**config.mk**
```make
export PLATFORM = sky130hd
export DESIGN_NAME = robs_divider
export DESIGN_NICKNAME = d
export VERILOG_FILES = /design/src/rtl/robs_pkg.sv /design/src/rtl/div_step.sv /design/src/rtl/robs_divider.sv
export SDC_FILE = /design/constraint.sdc
export NUM_CORES = 1
export LEC_CHECK = 0
export BUFFER_PORTS_ARGS = -buffer_cell sky130_fd_sc_hd__buf_2
export CORE_MARGIN = 8
export CORE_UTILIZATION = 60
export CTS_CLUSTER_SIZE = 10
export DETAILED_ROUTE_END_ITERATION = 8
export GPL_ROUTABILITY_DRIVEN = 1
export MAX_ROUTING_LAYER = met4
export PLACE_DENSITY = 0.93
export REMOVE_ABC_BUFFERS = 1
export SLEW_MARGIN = 10
export SYNTH_ARGS = -nofsm -noshare
export SYNTH_HDL_FRONTEND = slang
export SYNTH_HIERARCHICAL = 1
export SYNTH_SLANG_ARGS = --single-unit
```
**constraint.sdc**
```tcl
create_clock -name clk -period 7.28 [get_ports clk]
set_clock_uncertainty 0.1 [all_clocks]
set_input_delay 1.82 -clock clk [delete_from_list [all_inputs] [get_ports clk]]
set_output_delay 1.82 -clock clk [all_outputs]
set_load 0.03 [all_outputs]
```
**src/rtl/robs_pkg.sv**
```systemverilog
// robs_pkg: shared state encoding and sizing helpers for the signed divider
package robs_pkg;
  typedef enum logic [1:0] {IDLE, ITER, FIX, DONE} div_state_t;
  localparam int DEF_WIDTH = 8;
  function automatic int cnt_w(input int w);
    return $clog2(w + 1);
  endfunction
endpackage

```
**src/rtl/div_step.sv**
```systemverilog
// div_step: one combinational restoring-division step on {P,Q}
module div_step #(
  parameter int WIDTH = 8
) (
  input  logic [WIDTH:0]   p,
  input  logic [WIDTH-1:0] q,
  input  logic [WIDTH-1:0] d,
  output logic [WIDTH:0]   p_next,
  output logic [WIDTH-1:0] q_next
);
  logic [WIDTH+1:0] s, t;
  always_comb begin
    s = {p, q[WIDTH-1]};
    t = s - {2'b0, d};
    p_next = t[WIDTH+1] ? s[WIDTH:0] : t[WIDTH:0];
    q_next = {q[WIDTH-2:0], ~t[WIDTH+1]};
  end
endmodule

```
**src/rtl/robs_divider.sv**
```systemverilog
// robs_divider: sequential signed divider, one restoring step per clock
module robs_divider
  import robs_pkg::*;
#(
  parameter int WIDTH = DEF_WIDTH
) (
  input  logic             clk,
  input  logic             reset,
  input  logic             start,
  input  logic [WIDTH-1:0] dividend,
  input  logic [WIDTH-1:0] divisor,
  output logic [WIDTH-1:0] quotient,
  output logic [WIDTH-1:0] remainder,
  output logic             busy,
  output logic             done,
  output logic             div_by_zero,
  output logic             overflow
);
  localparam int CW = cnt_w(WIDTH);
  div_state_t st, nxt;
  logic [CW-1:0] cnt;
  logic [WIDTH:0] p, p_n;
  logic [WIDTH-1:0] q, q_n, d, a;
  logic sq, sr, dz, ov;
  function automatic logic [WIDTH-1:0] mag(input logic [WIDTH-1:0] x);
    return x[WIDTH-1] ? -x : x;
  endfunction
  div_step #(.WIDTH(WIDTH)) u_step (.p(p), .q(q), .d(d), .p_next(p_n), .q_next(q_n));
  always_comb begin
    nxt = st == IDLE ? (start ? ITER : IDLE)
        : st == ITER ? (cnt == CW'(1) ? FIX : ITER)
        : st == FIX  ? DONE : IDLE;
    busy = st == ITER || st == FIX;
    done = st == DONE;
  end
  always_ff @(posedge clk or posedge reset) begin
    if (reset) begin
      st <= IDLE;
      cnt <= '0;
      p <= '0;
      q <= '0;
      d <= '0;
      a <= '0;
      sq <= 1'b0;
      sr <= 1'b0;
      dz <= 1'b0;
      ov <= 1'b0;
      quotient <= '0;
      remainder <= '0;
      div_by_zero <= 1'b0;
      overflow <= 1'b0;
    end else begin
      st <= nxt;
      if (st == IDLE && start) begin
        p <= '0;
        q <= mag(dividend);
        d <= mag(divisor);
        a <= dividend;
        sq <= dividend[WIDTH-1] ^ divisor[WIDTH-1];
        sr <= dividend[WIDTH-1];
        dz <= divisor == '0;
        ov <= dividend == {1'b1, {(WIDTH-1){1'b0}}} && divisor == '1;
        cnt <= CW'(WIDTH);
      end
      if (st == ITER) begin
        p <= p_n;
        q <= q_n;
        cnt <= cnt - CW'(1);
      end
      // a zero divisor overrides whatever the iterations produced
      if (st == FIX) begin
        quotient <= dz ? '1 : sq ? -q : q;
        remainder <= dz ? a : sr ? -p[WIDTH-1:0] : p[WIDTH-1:0];
        div_by_zero <= dz;
        overflow <= ov;
      end
    end
  end
endmodule
```
Word-level counts from Yosys, hierarchy flattened. Cells that the tools add are included.

Register bits after elaboration: 61. Input bits: 19. Word-level logic and storage cells: 52.

$add $sub $neg: 6. Reduce and logical (&&, ||, !) cells: 6. Bitwise logic cells: 2. Equality and inequality tests: 6. Muxes and demuxes: 18.

Operators by type and width (number): $mux 8 (8); $neg 8->8 (4); $mux 9 (3); $eq 8x8->1 const B (2); $sub 10x8->10 (1); $logic_not 8->1 (1); $mux 2 (4); $mux 4 (2); $eq 2x2->1 const B (2); $eq 4x1->1 const B (1); $sub 4x1->4 const B (1); $eq 2x1->1 const B (1); $logic_and 1x1->1 (2); $logic_not 2->1 (1); $reduce_bool 2->1 (1); $logic_or 1x1->1 (1); $mux 1 (1); $not 1->1 (1); $xor 1x1->1 (1).

Depth between registers and ports, before layout.
Depth after elaboration: 4. Depth in mapped cells: 10.

Cells and area by module. Netlist, hierarchy kept.

By module, submodules not included: robs_divider (times used 1, cells an instance 338, sequential area each 1501.4 um^2, area an instance 3120.5 um^2); div_step (times used 1, cells an instance 79, sequential area each 0.0 um^2, area an instance 618.1 um^2).

Worst setup path after synthesis. Ideal clock, no wire load.

Kind: input-to-reg. From: input dividend[1]. To: register q[5]. Buffers on the path: 0. Setup slack: 4.358 ns. Arrival time: 2.736 ns. Stages on the path: 4. Cells stage by stage: or4_1 -> o21ai_0 -> nand4_1 -> o211ai_1.

Word-level cells in the longest chain between the ends: 4.

RTL lines: start: declaration (line robs_divider.sv:10) `input logic [WIDTH-1:0] dividend,`; $neg 8->8 (line robs_divider.sv:26) `return x[WIDTH-1] ? -x : x;`; $mux 8 (line robs_divider.sv:26); $mux 8 (line robs_divider.sv:54) `if (st == IDLE && start) begin`; $mux 8 (line robs_divider.sv:65) `if (st == ITER) begin`; end signal: assignment (line robs_divider.sv:56) `q <= mag(dividend);`; end signal: assignment (line robs_divider.sv:67) `q <= q_n;`; end: declaration (line robs_divider.sv:23) `logic [WIDTH-1:0] q, q_n, d, a;`.

No other way between the ends. The select of a mux whose other input is x is not followed. A chain may end at the register's enable or synchronous reset.

Worst setup path in the final report.
From: register st[1]. To: output busy.

Word-level cells in the longest chain between the ends: 2. Elaborated cells between the ends (all ways): 3. Classes of those cells: eq/ne: 2; reduce/logical: 1.

RTL lines: start: declaration (line robs_divider.sv:20) `div_state_t st, nxt;`; start signal: assignment (line robs_divider.sv:53) `st <= nxt;`; $eq 2x1->1 / $eq 2x2->1 (equally long branches) (line robs_divider.sv:33) `busy = st == ITER || st == FIX;`; $logic_or 1x1->1 * (line robs_divider.sv:33); end: declaration (line robs_divider.sv:14) `output logic busy,`.

Every way passes the cells marked *; elsewhere a longest branch is shown, timed or not.

==> flow_metrics.py <==
metrics = {
    "status": {
        "status": "finished clean",
    },
    "die": {
        "coreArea_mm2": 0.00596,
        "die_area_mm2": 0.00901,
        "fp.dieH_um": 94.9,
        "rows": 28,
        "ios": 39,
        "dieWidth_um": 94.9,
        "initial_core_util": 0.628,
    },
    "finish": {
        "area_delta_synth_final_pct": 10.6,
        "nFillCells": 428,
        "nets": 482,
        "final_cell_area_mm2": 0.00413,
        "antenna-diode-count": 0,
        "layout-drive-gt1-share": 0.176,
    },
    "clock_network": {
        "cts_tree": "yes",
        "insertion_delay_ns": 0.35,
        "cts.repair.resized": 0,
        "cts_max_level": 3,
        "clock-sinks": 60,
        "postCtsHoldBufs": 0,
        "clockRootBuffer": "clkbuf_8",
        "clk_pin_slew_ns": 0.07,
        "cts_max_path_buffers": 2,
        "postCtsSetupBuffers": 0,
        "numCtsBuffers": 9,
    },
    "power": {
        "clock_power_share": 0.168,
        "switchingPower_mw": 0.852,
        "leakagePower_nw": 1.93,
        "seqPwrFrac": 0.309,
        "peakVddDrop_mv": 0.258,
        "swShare": 0.436,
        "intPower_mw": 1.10,
        "p_per_area_mw_per_mm2": 473,
        "power_frac_comb": 0.524,
    },
    "worst_setup_path": {
        "reg2reg_slack_ns": 4.67,
        "crit_fanout": 3,
        "worst_path_max_delay_cell": "dfrtp_1",
        "critical_path_arrival_ns": 1.28,
        "crit_start": "st[1]",
        "endpoint": "busy",
        "path_buf_inv": 2,
        "timing.rr.end": "p[2]",
        "max_stage_delay_ns": 0.38,
        "cp-start-kind": "flip-flop",
        "worstSetupPathType": "reg2out",
        "crit_cells": 3,
        "timing.rr.start": "p[5]",
        "crit_chain": "inv_1 -> ha_1 -> buf_2",
        "cp_top_family": "flip-flops",
        "cp.required_ns": 5.36,
        "r2r_cells": 8,
        "worstSetupEndpointType": "output pin",
    },
    "job": {
        "drv_cap": 0,
    },
    "synth": {
        "yosysTopAreaCell": "dfrtp_1",
        "synth_top_cell_area_share": 0.402,
        "synth_edf_count": 0,
        "avgSynthCellArea_um2": 8.97,
        "async_flop_share": 1.00,
        "syn_inst": 417,
        "ys_warn_count": 6,
        "ys_seq_area_frac": 0.402,
        "yosysMostFrequentCell": "nand2_1",
        "synth_seq_cells": 60,
        "synthTopCellsByCount": "nand2_1 (71), dfrtp_1 (60), o21ai_0 (35), inv_1 (26), nor2_1 (26)",
        "synth_area_leaders": "dfrtp_1 (40%), nand2_1 (7.1%), ha_1 (6.4%)",
        "synth.cell_area_mm2": 0.00374,
        "yosysUniqueCellTypes": 57,
        "dominantRegCellSynth": "dfrtp_1",
    },
    "sta": {
        "hold_viol": 0,
        "worstMarginPinSlew_ns": 0.745,
        "rsz0062_at_grt": "false",
        "drv_slew": 0,
        "post-route-period-util": 0.440,
        "slew_headroom": 0.503,
        "finalSetupViolCount": 0,
        "max_freq_mhz": 312,
        "post-route-min-period_ns": 3.20,
        "setup_tns_ns": 0,
    },
    "grt": {
        "grt_pass1_wl_um": 14600,
        "grt_pass1_vias": 3142,
        "grt_antenna_before_repair": 0,
        "track_usage": 0.209,
        "grt_max_degree": 61,
        "grt-ovfl-total": 0,
    },
    "placed_design": {
        "port_buffers": 38,
        "dpl-instance-area_mm2": 0.00392,
        "gp_congestion": 0.900,
        "dpl.hpwl_um": 6090,
    },
    "routing": {
        "drc_errors": 0,
        "drtPass1Iterations": 4,
        "vias_per_cell": 6.01,
        "totalWireLength_um": 8520,
        "routedWlPerCell_um": 16.3,
        "drtIter0Drc": 265,
        "vias": 3142,
        "antenna_left": 0,
    },
    "min_path": {
        "holdCritPathClass": "reg2reg",
        "min-delay-start": "d[4]",
    },
}
-- stage by stage --
stage / setup slack (ns) / total power, mW / util / instances / hold slack [ns]
floorplan: 3.88 / 1.38 / - / 390 / 0.344
global route: 4.04 / 2.11 / 0.694 / 523 / 0.418
CTS: 4.06 / 1.95 / 0.694 / 523 / 0.387
detailed placement: 4.16 / 1.61 / 0.658 / 507 / 0.364
finish: 4.08 / 1.95 / 0.694 / 523 / 0.382
global placement: 4.17 / 1.55 / 0.658 / 507 / 0.364
-- cell type report --
type	count	area, um^2	area share
clock buffers	10	128	0.0309
clock inverters	6	88.8	0.0215
inverters	28	105	0.0254
multi-input cells	302	2000	0.483
flip-flops and latches	60	1500	0.363
well taps	75	93.8	0.0227
repair buffers	42	220	0.0533
-- placed cells by master (no fill, tap or decap), types with 2 or more instances in the layout --
cell type / n
nor3_1: 3
a21oi_1: 20
nor4_1: 3
a21boi_0: 3
nand2b_1: 2
nand3_1: 7
bufinv_16: 2
o211ai_1: 2
buf_2: 38
xnor2_1: 13
a31oi_1: 4
xor2_1: 13
and3_1: 4
o21a_1: 2
nor2b_1: 6
clkbuf_8: 9
and2_1: 2
nor2_1: 26
dfrtp_1: 60
clkinvlp_4: 2
or3_1: 4
nand2_1: 71
buf_4: 4
inv_1: 25
mux2i_1: 12
inv_2: 2
mux2_2: 4
o31ai_1: 10
or4_1: 2
ha_1: 19
nand4_1: 4
mux2_4: 5
o221ai_1: 2
o21ai_0: 35
-- power by group through the flow --
stage                     sequential (mW)  clock, mW  combinational (mW)
after floorplan                     0.632          0               0.747
after global placement              0.594          0               0.955
after detailed placement            0.604          0                1.01
after CTS                           0.601      0.330                1.02
after global routing                0.622      0.347                1.14
final                               0.603      0.327                1.02
-- per-layer routing --
| layer | vias up | routed length [um] | track usage |
|---|---|---|---|
| li1 | 1471 | - | - |
| met1 | 1510 | 3440 | 0.251 |
| met2 | 130 | 4220 | 0.332 |
| met3 | 31 | 612 | 0.0373 |
| met4 | 0 | 254 | 0.101 |
| met5 | - | 0 | - |
-- logic make-up (layout without fill, tap and decap cells) --
family          after synthesis  after routing  synth area share
fa+ha+maj                    20             20            0.0689
compound gates               92             92             0.161
buf+inv                      55             86            0.0643
flops                        60             60             0.402
simple gates                143            143             0.179
xor+xnor                     26             26            0.0609
mux                          21             21            0.0643
-- how the worst min path moves through the flow --
stage,to,slack (ns),cells past startpoint
floorplan,ov,0.34,2
global placement,d[4],0.36,2
detailed placement,a[4],0.36,2
CTS,d[4],0.39,2
global route,a[3],0.42,2
finish,d[4],0.38,2
-- tightest hold or removal path, cell delays in order, from the launching register on --
cell and delay [ns]:
dfrtp_1 0.34, nand2_1 0.04, o21ai_0 0.06
-- flip-flops by register name, indices dropped and copies added (netlist names), 2 cells and up --
register and flops:
p 9, cnt 4, st 2, quotient 8, remainder 8, a 8, d 8, q 8
Note: power is estimated with default switching activity, not from simulation.
